<file path="src/rtl/clip_pkg.sv">
// Shared types and constants for the two-clip recorder sequencer and the
// seven-segment display interface.
package clip_pkg;
  typedef enum logic [1:0] {
    IDLE   = 2'd0,
    RECORD = 2'd1,
    PLAY   = 2'd2
  } state_t;

  localparam logic CLIP1 = 1'b0;
  localparam logic CLIP2 = 1'b1;
endpackage

</file>
<file path="src/rtl/button_debouncer.sv">
// Raw button -> 2-flop synchronizer -> stable-count debouncer -> one-cycle
// pulse on each accepted press.
module button_debouncer #(
  parameter int DEBOUNCE_CYCLES = 1000000
) (
  input  logic clock,
  input  logic reset,
  input  logic i_btn,
  output logic o_pulse
);
  localparam int CNT_W = (DEBOUNCE_CYCLES > 1) ? $clog2(DEBOUNCE_CYCLES) : 1;
  localparam logic [CNT_W-1:0] CNT_LAST = CNT_W'(DEBOUNCE_CYCLES - 1);

  logic [1:0]       r_sync;
  logic [CNT_W-1:0] r_cnt;
  logic             r_level;
  logic             r_level_d;
  logic             r_pulse;

  always_ff @(posedge clock) begin
    if (!reset) begin
      r_sync    <= '0;
      r_cnt     <= '0;
      r_level   <= 1'b0;
      r_level_d <= 1'b0;
      r_pulse   <= 1'b0;
    end else begin
      r_sync    <= {r_sync[0], i_btn};
      r_level_d <= r_level;
      r_pulse   <= r_level & ~r_level_d;
      // Any sample matching the accepted level restarts the stability count.
      if (r_sync[1] == r_level) begin
        r_cnt <= '0;
      end else if (r_cnt == CNT_LAST) begin
        r_level <= r_sync[1];
        r_cnt   <= '0;
      end else begin
        r_cnt <= r_cnt + 1'b1;
      end
    end
  end

  assign o_pulse = r_pulse;
endmodule

</file>
<file path="src/rtl/clip_controller.sv">
// Record/playback sequencer for the two-clip recorder. Define CLIP_LOOP_EN to
// loop playback at end of clip instead of returning to IDLE.
module clip_controller
  import clip_pkg::*;
#(
  parameter int ADDR_W          = 16,
  parameter int DEBOUNCE_CYCLES = 1000000
) (
  input  logic            clock,
  input  logic            reset,
  input  logic            btn_record,
  input  logic            btn_play,
  input  logic            clip_sel,
  input  logic            sample_tick,
  output logic            record,
  output logic            play,
  output logic            recordNum,
  output logic            clipPlayNum,
  output logic [ADDR_W:0] mem_addr,
  output logic            mem_we,
  output logic            mem_re
);
`ifdef CLIP_LOOP_EN
  localparam logic LOOP = 1'b1;
`else
  localparam logic LOOP = 1'b0;
`endif
  localparam logic [ADDR_W:0] FULL = {1'b1, {ADDR_W{1'b0}}};

  logic                 w_rec_p, w_play_p;
  state_t               r_state, w_next;
  logic                 r_cur;
  logic [ADDR_W-1:0]    r_offset;
  logic [1:0][ADDR_W:0] r_len;
  logic [ADDR_W:0]      w_cur_len, w_last_off;
  logic                 w_last, w_wr, w_rd;
  logic                 r_record, r_play, r_rec_num, r_play_num;
  logic [ADDR_W:0]      r_addr;
  logic                 r_we, r_re, r_end;

  button_debouncer #(.DEBOUNCE_CYCLES(DEBOUNCE_CYCLES)) u_db_rec (
    .clock(clock), .reset(reset), .i_btn(btn_record), .o_pulse(w_rec_p));
  button_debouncer #(.DEBOUNCE_CYCLES(DEBOUNCE_CYCLES)) u_db_play (
    .clock(clock), .reset(reset), .i_btn(btn_play), .o_pulse(w_play_p));

  assign w_cur_len  = r_len[r_cur];
  assign w_last_off = w_cur_len - 1'b1;
  assign w_last     = ({1'b0, r_offset} == w_last_off);

  // Terminal conditions are evaluated one cycle after the final strobe, so
  // the strobe cycle itself is still inside RECORD/PLAY.
  always_comb begin
    w_next = r_state;
    w_wr   = 1'b0;
    w_rd   = 1'b0;
    unique case (r_state)
      IDLE: begin
        if (w_rec_p)                              w_next = RECORD;
        else if (w_play_p && r_len[clip_sel] != '0) w_next = PLAY;
      end
      RECORD: begin
        if (w_rec_p || w_cur_len == FULL) w_next = IDLE;
        else if (sample_tick)             w_wr   = 1'b1;
      end
      PLAY: begin
        if (w_play_p)              w_next = IDLE;
        else if (!LOOP && r_end)   w_next = IDLE;
        else if (sample_tick)      w_rd   = 1'b1;
      end
      default: w_next = IDLE;
    endcase
  end

  always_ff @(posedge clock) begin
    if (!reset) begin
      r_state    <= IDLE;
      r_cur      <= CLIP1;
      r_offset   <= '0;
      r_len      <= '0;
      r_record   <= 1'b0;
      r_play     <= 1'b0;
      r_rec_num  <= CLIP1;
      r_play_num <= CLIP1;
      r_addr     <= '0;
      r_we       <= 1'b0;
      r_re       <= 1'b0;
      r_end      <= 1'b0;
    end else begin
      r_state  <= w_next;
      r_record <= (w_next == RECORD);
      r_play   <= (w_next == PLAY);
      r_we     <= w_wr;
      r_re     <= w_rd;
      r_end    <= w_rd && w_last;
      if (r_state == IDLE && w_next == RECORD) begin
        r_cur           <= clip_sel;
        r_offset        <= '0;
        r_len[clip_sel] <= '0;
        r_rec_num       <= clip_sel;
      end
      if (r_state == IDLE && w_next == PLAY) begin
        r_cur      <= clip_sel;
        r_offset   <= '0;
        r_play_num <= clip_sel;
      end
      if (w_wr || w_rd) r_addr <= {r_cur, r_offset};
      if (w_wr) begin
        r_offset     <= r_offset + 1'b1;
        r_len[r_cur] <= w_cur_len + 1'b1;
      end
      if (w_rd) r_offset <= w_last ? '0 : r_offset + 1'b1;
    end
  end

  assign record      = r_record;
  assign play        = r_play;
  assign recordNum   = r_rec_num;
  assign clipPlayNum = r_play_num;
  assign mem_addr    = r_addr;
  assign mem_we      = r_we;
  assign mem_re      = r_re;
endmodule
</file>
<file path="config.mk">
export PLATFORM = sky130hd
export DESIGN_NAME = clip_controller
export DESIGN_NICKNAME = d
export VERILOG_FILES = /design/src/rtl/clip_pkg.sv /design/src/rtl/button_debouncer.sv /design/src/rtl/clip_controller.sv
export SDC_FILE = /design/constraint.sdc
export NUM_CORES = 1
export LEC_CHECK = 0
export ABC_CLOCK_PERIOD_IN_PS = 3600
export CORE_MARGIN = 4
export CORE_UTILIZATION = 46
export CTS_CLUSTER_DIAMETER = 40
export DETAILED_ROUTE_END_ITERATION = 8
export SKIP_LAST_GASP = 1
export SYNTH_ARGS = -nofsm -noshare
export SYNTH_HDL_FRONTEND = slang
export SYNTH_HIERARCHICAL = 1
export SYNTH_SLANG_ARGS = --single-unit
</file>
<file path="constraint.sdc">
create_clock -name clock -period 3.6 [get_ports clock]
set_clock_uncertainty 0.15 [all_clocks]
set_input_delay 0.54 -clock clock [delete_from_list [all_inputs] [get_ports clock]]
set_output_delay 0.54 -clock clock [all_outputs]
set_load 0.02 [all_outputs]
</file>
==> results <==
- The highest fanout seen on the critical path is 5.
- The via total after detailed routing is 5689.
- The critical path is of the reg2reg type.
- In the final layout, the share of cells above drive strength 1 is 9.83%.
- The total global routing track utilization is 21.5%.
- Along the worst hold path, the cell count comes to 1.
- After synthesis, the mean cell area works out to 8.57 um^2.
- The fraction of synthesis flops using an asynchronous set or reset pin is 0%.
- The starting density of the core is 47.4%.
- The overall die area is 16400 um^2.
- The CTS tree is built.
- The number of max-slew violations in the final report is 0.
- The later pin in the worst-skew pair is clocked with a latency of 0.41 ns.
- Entering global routing, the biggest net connects 52 pins.
- The post-synthesis sequential area ratio is 38.2%.
- The number of buffers between clock root and the deepest sink is 2.
- Dividing the final minimum period by the clock period gives 92.3%.
- Subtracting the final worst setup slack from the clock period gives 3.32 ns.
- Clock-pin slew was measured on the worst setup and hold paths at 0.06 ns.
- Setup repair after global routing left no endpoint under its margin.
- Counting every net in the synthesized netlist gives 788.
- The signal on the critical path passes through mux2i_1 -> ha_1 -> nor4b_2 -> nor2_1 -> xnor2_1 -> nor4_1 -> nand4_1 -> a2111o_1 -> a32o_1.
- The commonest non-fill, non-tap cell in the layout is sky130_fd_sc_hd__dfxtp_1.
- Among all stages on the critical path, the largest delay is contributed by sky130_fd_sc_hd__mux2i_1.
- For hold timing, the worst endpoint is u_db_play/o_pulse$_SDFF_PN0_.
- The clock tree root driver cell is sky130_fd_sc_hd__clkbuf_16.
- The core region is 14000 um^2.
- The repair_antennas step left the layout with diodes totalling 0.
- The final cell count without fillers is 994.
- Headroom to the max-slew limit came out at 37.7%.
- The number of placement rows is 43.
- Of all cell types, the one taking the most synthesized area is sky130_fd_sc_hd__dfxtp_1.
- The growth of design area from synthesis to finish is 15.9%.
- The first routing iteration left 616 violations.
- The design internal power is 2620 uW.
- Routability-driven placement finished with a final weighted congestion of 0.854.
- In this run the power density over the cells is 424 nW/um^2.
- The synthesized netlist cell count is 776.
- The post-detailed-routing wire length is 17.0 mm.
- The worst hold path begins at u_db_play/r_level_d$_SDFF_PN0_.
- The endpoint required time on the critical path is 3.75 ns.
- After detailed routing, the number of remaining DRC violations is 0.
- Pin placement for this block handled 29 I/O pins.
- The number of cells after detailed placement is 962.
- By area the synthesized netlist is led by sky130_fd_sc_hd__dfxtp_1 (38%), sky130_fd_sc_hd__xnor2_1 (7.6%), sky130_fd_sc_hd__nor2_1 (5.9%), sky130_fd_sc_hd__nand2_1 (4.3%), sky130_fd_sc_hd__a21oi_1 (4.0%).
- The first detailed-routing pass took 6 iterations.
- Counting every sink on the clock net gives 127.
- The initial antenna violation count is 0.
- The final hold violation count is 0.
- Summed over all cells, the static leakage comes to 0.00256 uW.
- The count of cell types in the netlist is 79.
- At the end of the flow, the number of nets in the layout was 813.
- The final setup violation count is 0.
- The first-pass GRT wire length is 28.4 mm.
- The largest stage delay on the critical path is 0.55 ns.
- The peak clock frequency supported by timing is 301 MHz.
- The origin of the critical flop-to-flop path is r_cur$_SDFFE_PN0P_.
- In the final routed layout, each cell accounts on average for 17.1 um.
- The half-perimeter wire length after detailed placement is 12.1 mm.
- Per report_power, the sequential group accounts for 43.2% of the total.
- The highest ir drop seen on vdd is 0.432 mV.
- The data arrival time of the critical path is 3.47 ns.
- In this run the vertical extent of the chip is 128 um.
- The die is 128 um wide.
- The nature of the critical path endpoint is a flip-flop.
- The total net switching power is 652 uW.
- The number of global-route vias before repair came to 5294.
- The number of synthesized flops with an enable pin is 0.
- The power share of the clock group is 55.6%.
- The worst min-delay path class is reg2reg.
- After routing, the total negative slack on setup checks comes to 0 ns.
- The total of flip-flops plus latches after synthesis is 127.
- The terminus of the critical flop-to-flop path is r_offset[1]$_SDFFE_PN0P_.
- The slew at the pin closest to its max-slew limit is 0.908 ns.
- The run finished with clean final reports.
- The count of nets left with antenna violations once routing finished came out at 0.
- The startpoint kind of the worst setup timing path is a flip-flop.
- The slack of the worst reg-to-reg path is 0.28 ns.
- The number of post-CTS setup repair buffers is 0.
- The number of buffer cells added on primary ports is 28.
- The TritonCTS buffer count is 17.
- Across the run, the number of max-cap violations was 0.
- For this run the aggregate overflow at the end of global routing stands at 0.
- The synthesized netlist occupies a cell area of 6650 um^2.
- The commonest register cell after synthesis is sky130_fd_sc_hd__dfxtp_1.
- In this run the biggest area consumer among cell types represents 38.2% of the synthesized area.
- The net switching fraction of the power is 19.9%.
- The path depth of the worst reg2reg path is 9.
- The combinational share of power is 1.2%.
- Using the TritonRoute via totals, the vias-per-cell ratio works out to 5.72.
- The depth of the CTS H-tree is 4.
- The Yosys step of the flow raised 6 warnings.
- The library cells used most frequently in the layout, excluding fill and tap cells, are sky130_fd_sc_hd__dfxtp_1 (126), sky130_fd_sc_hd__nor2_1 (104), sky130_fd_sc_hd__nand2_1 (76).
how the worst max path moves through the flow:
| stage | cells after the start | startpoint | end |
|---|---|---|---|
| 3_3_place_gp | 9 | r_cur$_SDFFE_PN0P_ | r_offset[8]$_SDFFE_PN0P_ |
| 2_1_floorplan | 11 | r_cur$_SDFFE_PN0P_ | r_offset[1]$_SDFFE_PN0P_ |
| 5_1_grt | 9 | r_cur$_SDFFE_PN0P_ | r_offset[1]$_SDFFE_PN0P_ |
| 4_1_cts | 9 | r_cur$_SDFFE_PN0P_ | r_offset[4]$_SDFFE_PN0P_ |
| 3_5_place_dp | 8 | r_cur$_SDFFE_PN0P_ | r_offset[9]$_SDFFE_PN0P_ |
| 6_report | 9 | r_cur$_SDFFE_PN0P_ | r_offset[1]$_SDFFE_PN0P_ |
routing by layer:
metal	up-vias	wire [um]	track usage (%)
met2	158	7500	31.5
met5	-	0	0
met3	13	1020	4.92
met1	2719	8350	32.3
met4	0	117	4.43
li1	2799	-	-
cells by family (layout without fill, tap and decap cells):
family	count (synthesis)	in the layout	synth area share (%)
simple gates	347	347	27.4
compound gates	129	129	13.6
flops	127	127	38.2
xor+xnor	83	83	10.9
buf+inv	59	97	4.38
mux	25	25	4.36
fa+ha+maj	6	6	1.13
stage by stage:
step / hold slack (ns) / total power (uW) / util, % / instance area, um^2 / worst slack (ns)
2_1_floorplan: 0.218 / 1460 / - / 6650 / 0.533
3_3_place_gp: 0.223 / 1480 / 50.4 / 7080 / 0.414
3_5_place_dp: 0.221 / 1480 / 50.4 / 7080 / 0.310
4_1_cts: 0.231 / 3290 / 54.9 / 7700 / 0.283
5_1_grt: 0.262 / 3380 / 54.9 / 7710 / 0.0230
6_report: 0.233 / 3270 / 54.9 / 7710 / 0.276
critical path, delay by kind of cell (launching register included):
family	cells	cell delay [ns]
AO/OA/AOI/OAI	2	0.65
XOR/XNOR	1	0.15
adder cells (fa/ha/maj)	1	0.30
flip-flops	1	0.40
multiplexers	1	0.55
AND/OR/NAND/NOR	4	1.01
flip-flops by register name, summed over array words and instances (netlist names):
signal,cells
record,1
u_db_play/r_level_d,1
r_state,2
u_db_play/r_sync,2
u_db_rec/r_level,1
u_db_play/r_level,1
r_end,1
play,1
u_db_play/r_cnt,20
u_db_rec/r_level_d,1
mem_re,1
mem_we,1
clipPlayNum,1
recordNum,1
r_cur,1
u_db_rec/r_cnt,20
r_len,34
mem_addr,17
u_db_rec/r_sync,2
r_offset,16
u_db_play/o_pulse,1
u_db_rec/o_pulse,1
power by group through the flow:
stage | Sequential (uW) | Clock, uW | Combinational (uW)
2_1_floorplan | 1440 | 0 | 24.2
3_3_place_gp | 1440 | 0 | 38.6
3_5_place_dp | 1440 | 0 | 39.5
4_1_cts | 1410 | 1840 | 39.8
5_1_grt | 1410 | 1930 | 43.5
6_report | 1410 | 1820 | 40.1
final cells by class:
cell class,instances,area (um^2)
Sequential cell,127,2540
Tap cell,180,225
Clock buffer,22,464
Clock inverter,10,160
Multi-Input combinational cell,590,3830
Timing Repair Buffer,44,413
Fill cell,1280,6330
Inverter,21,78.8
repair_timing:
item / 4_1_cts / 5_1_grt
hold endpoints to repair: 0 / 0
resized for setup: 0 / 1
hold buffers: 0 / 0
endpoints found under the setup margin: 0 / 4
synthesized netlist by cell type (3+ instances only):
cell / n
sky130_fd_sc_hd__dfxtp_1: 127
sky130_fd_sc_hd__nor2_1: 104
sky130_fd_sc_hd__nand2_1: 76
sky130_fd_sc_hd__xnor2_1: 58
sky130_fd_sc_hd__a21oi_1: 53
sky130_fd_sc_hd__nand3_1: 37
sky130_fd_sc_hd__nor3_1: 28
sky130_fd_sc_hd__xor2_1: 25
sky130_fd_sc_hd__inv_1: 21
sky130_fd_sc_hd__clkbuf_1: 18
sky130_fd_sc_hd__mux2i_1: 18
sky130_fd_sc_hd__nand4_1: 15
sky130_fd_sc_hd__nor4_1: 14
sky130_fd_sc_hd__and2_1: 13
sky130_fd_sc_hd__o21ai_0: 11
sky130_fd_sc_hd__buf_2: 10
sky130_fd_sc_hd__nor4b_1: 8
sky130_fd_sc_hd__a22oi_1: 7
sky130_fd_sc_hd__a31oi_1: 6
sky130_fd_sc_hd__ha_1: 6
sky130_fd_sc_hd__o31ai_1: 6
sky130_fd_sc_hd__buf_6: 5
sky130_fd_sc_hd__or4_1: 5
sky130_fd_sc_hd__a2bb2oi_1: 4
sky130_fd_sc_hd__a32oi_1: 4
sky130_fd_sc_hd__and3_1: 4
sky130_fd_sc_hd__nand3b_1: 4
sky130_fd_sc_hd__o211a_1: 4
sky130_fd_sc_hd__a211oi_1: 3
sky130_fd_sc_hd__and3b_1: 3
sky130_fd_sc_hd__buf_1: 3
sky130_fd_sc_hd__nand2b_1: 3
sky130_fd_sc_hd__nor3b_1: 3
sky130_fd_sc_hd__or2_2: 3
sky130_fd_sc_hd__or3_1: 3
(Power assumes the default switching activity.)
==> variant: new RTL, config.mk and constraints unchanged <==
The 3 states of `state_t` get a one-hot encoding in 3 bits.
--- a/src/rtl/clip_pkg.sv
+++ b/src/rtl/clip_pkg.sv
@@ -3,6 +3,6 @@
 package clip_pkg;
-  typedef enum logic [1:0] {
-    IDLE   = 2'd0,
-    RECORD = 2'd1,
-    PLAY   = 2'd2
+  typedef enum logic [2:0] {
+    IDLE   = 3'b001,
+    RECORD = 3'b010,
+    PLAY   = 3'b100
   } state_t;
Function: no difference found for any inputs over 10 cycles, from zero or initial values and one cycle with reset low; not proved beyond that.
==> variant against the original RTL <==
Setup slack better by 0.074 ns; synthesized area fell by 3.7%; wire length fell by 5.2%; power down 1.3%; design area is 2.3% lower; critical path depth increased by 1; sequential share of layout area rose by 1.0 points; sequential cell count grew 1; synthesized cell count decreased by 2.4%; final cell count fell by 1.2%; via count is 1.7% lower; critical path type unchanged; critical endpoint unchanged.
==> variant: results <==
drt:
  vias: 5595
  drt-pass1-iter-count: 5
  drt_iter0_markers: 514
  wl_per_cell_um: 16.40
layout:
  final_net_count: 805
  signal_buffers: 49
  drive_gt1_share_pct: 8.933
  comb.multi_input.count: 575
  seq_share_pct: 34.04
  fillers: 1278
  fin_cells: 982
  reg_top3: "r_len x34, u_db_play/r_cnt x20, u_db_rec/r_cnt x20"
  clock_cell_area_share_pct: 8.073
  multi_input_area_share_pct: 48.06
  antenna_cells: 0
  nonClkBufAreaFrac_pct: 5.814
  nonClockInverterCount: 22
sta:
  worst_pin_slew_ns: 0.7337
critical_path:
  worstPathMaxFanout: 22
  r2r_slack_ns: 0.35
  cp_slowest_cell: "dfxtp_2"
  r2r-end: "r_offset[1]$_SDFFE_PN0P_"
  arrival_ns: 3.40
  r2r_cells: 10
  startpoint: "r_cur$_SDFFE_PN0P_"
placement:
  dp_hpwl_mm: 11.57
  place.gp.congestion: 0.9084
  placed_cells: 950
logic_synthesis:
  async_reset_ff_share_pct: 0
  synthAdderAreaFrac_pct: 1.172
  syn-num-nets: 769
  synth_area_per_cell_um2: 8.464
  synth_seq_area_share_pct: 39.99
  synth-xor-area-share_pct: 11.35
  synth_compound_area_share_pct: 10.19
  synthTopCellsByArea: "dfxtp_1 40%, xnor2_1 7.2%, nand2_1 5.6%"
  ys_seq_elements: 128
  synthMuxAreaShare_pct: 3.945
  synth_common_cells: "128 x dfxtp_1, 96 x nand2_1, 63 x nor2_1"
  synth_cell_types: 63
global_routing:
  grt_usage_pct: 20.68
  grt_pass1_vias: 5296
  grt_first_pass_wirelength_mm: 26.88
  grt_max_degree: 27
power:
  internal_power_w: 0.002572
  leakagePower_nw: 2.477
  vdd_drop_max_mv: 0.3460
clock_network:
  cts_buffers: 17
  path_clk_slew_ns: 0.06
worst_hold_path:
  holdPathEnd: "u_db_rec/o_pulse$_SDFF_PN0_"
  hold_depth: 1
  hold_path_class: "flop to flop"
  min_from: "u_db_rec/r_level_d$_SDFF_PN0_"
status:
  status: "complete, no violations"
variant: critical path: cells and delay by family (launching register included):
family | cells | cell delay [ns]
flops | 1 | 0.56
xor+xnor | 2 | 0.33
fa+ha+maj | 1 | 0.27
compound gates | 1 | 0.09
mux | 1 | 0.24
buf+inv | 1 | 0.17
simple gates | 4 | 1.32
variant: metrics by stage:
stage | area (um^2) | worst slack [ns] | utilization [%] | hold WS, ns
final | 7532 | 0.3500 | 55.99 | 0.2380
after global routing | 7532 | 0.1878 | 55.99 | 0.2591
after CTS | 7532 | 0.3745 | 55.99 | 0.2388
after detailed placement | 6924 | 0.3976 | 51.47 | 0.2217
after global placement | 6924 | 0.4518 | 51.47 | 0.2266
after floorplan | 6407 | 0.1117 | - | 0.2182
variant: power by group through the flow:
stage | logic, W | clock network (W) | registers (W)
floorplan | 0.0000226 | 0 | 0.00145
global route | 0.0000439 | 0.00187 | 0.00142
detailed placement | 0.0000401 | 0 | 0.00145
finish | 0.0000403 | 0.00176 | 0.00142
global placement | 0.0000398 | 0 | 0.00145
CTS | 0.0000404 | 0.00180 | 0.00142
variant: per-layer routing:
layer	wire [um]	track usage [%]
met5	0	0
met4	330	7.950
met3	897	4.911
met2	7274	31.27
met1	7607	28.65
variant: logic make-up after synthesis:
family | after synthesis
adders and majority gates | 6
muxes | 25
buffers and inverters | 54
DFF | 128
and+or+nand+nor | 355
AOI/OAI and AO/OA | 106
xor gates and xnor gates | 83
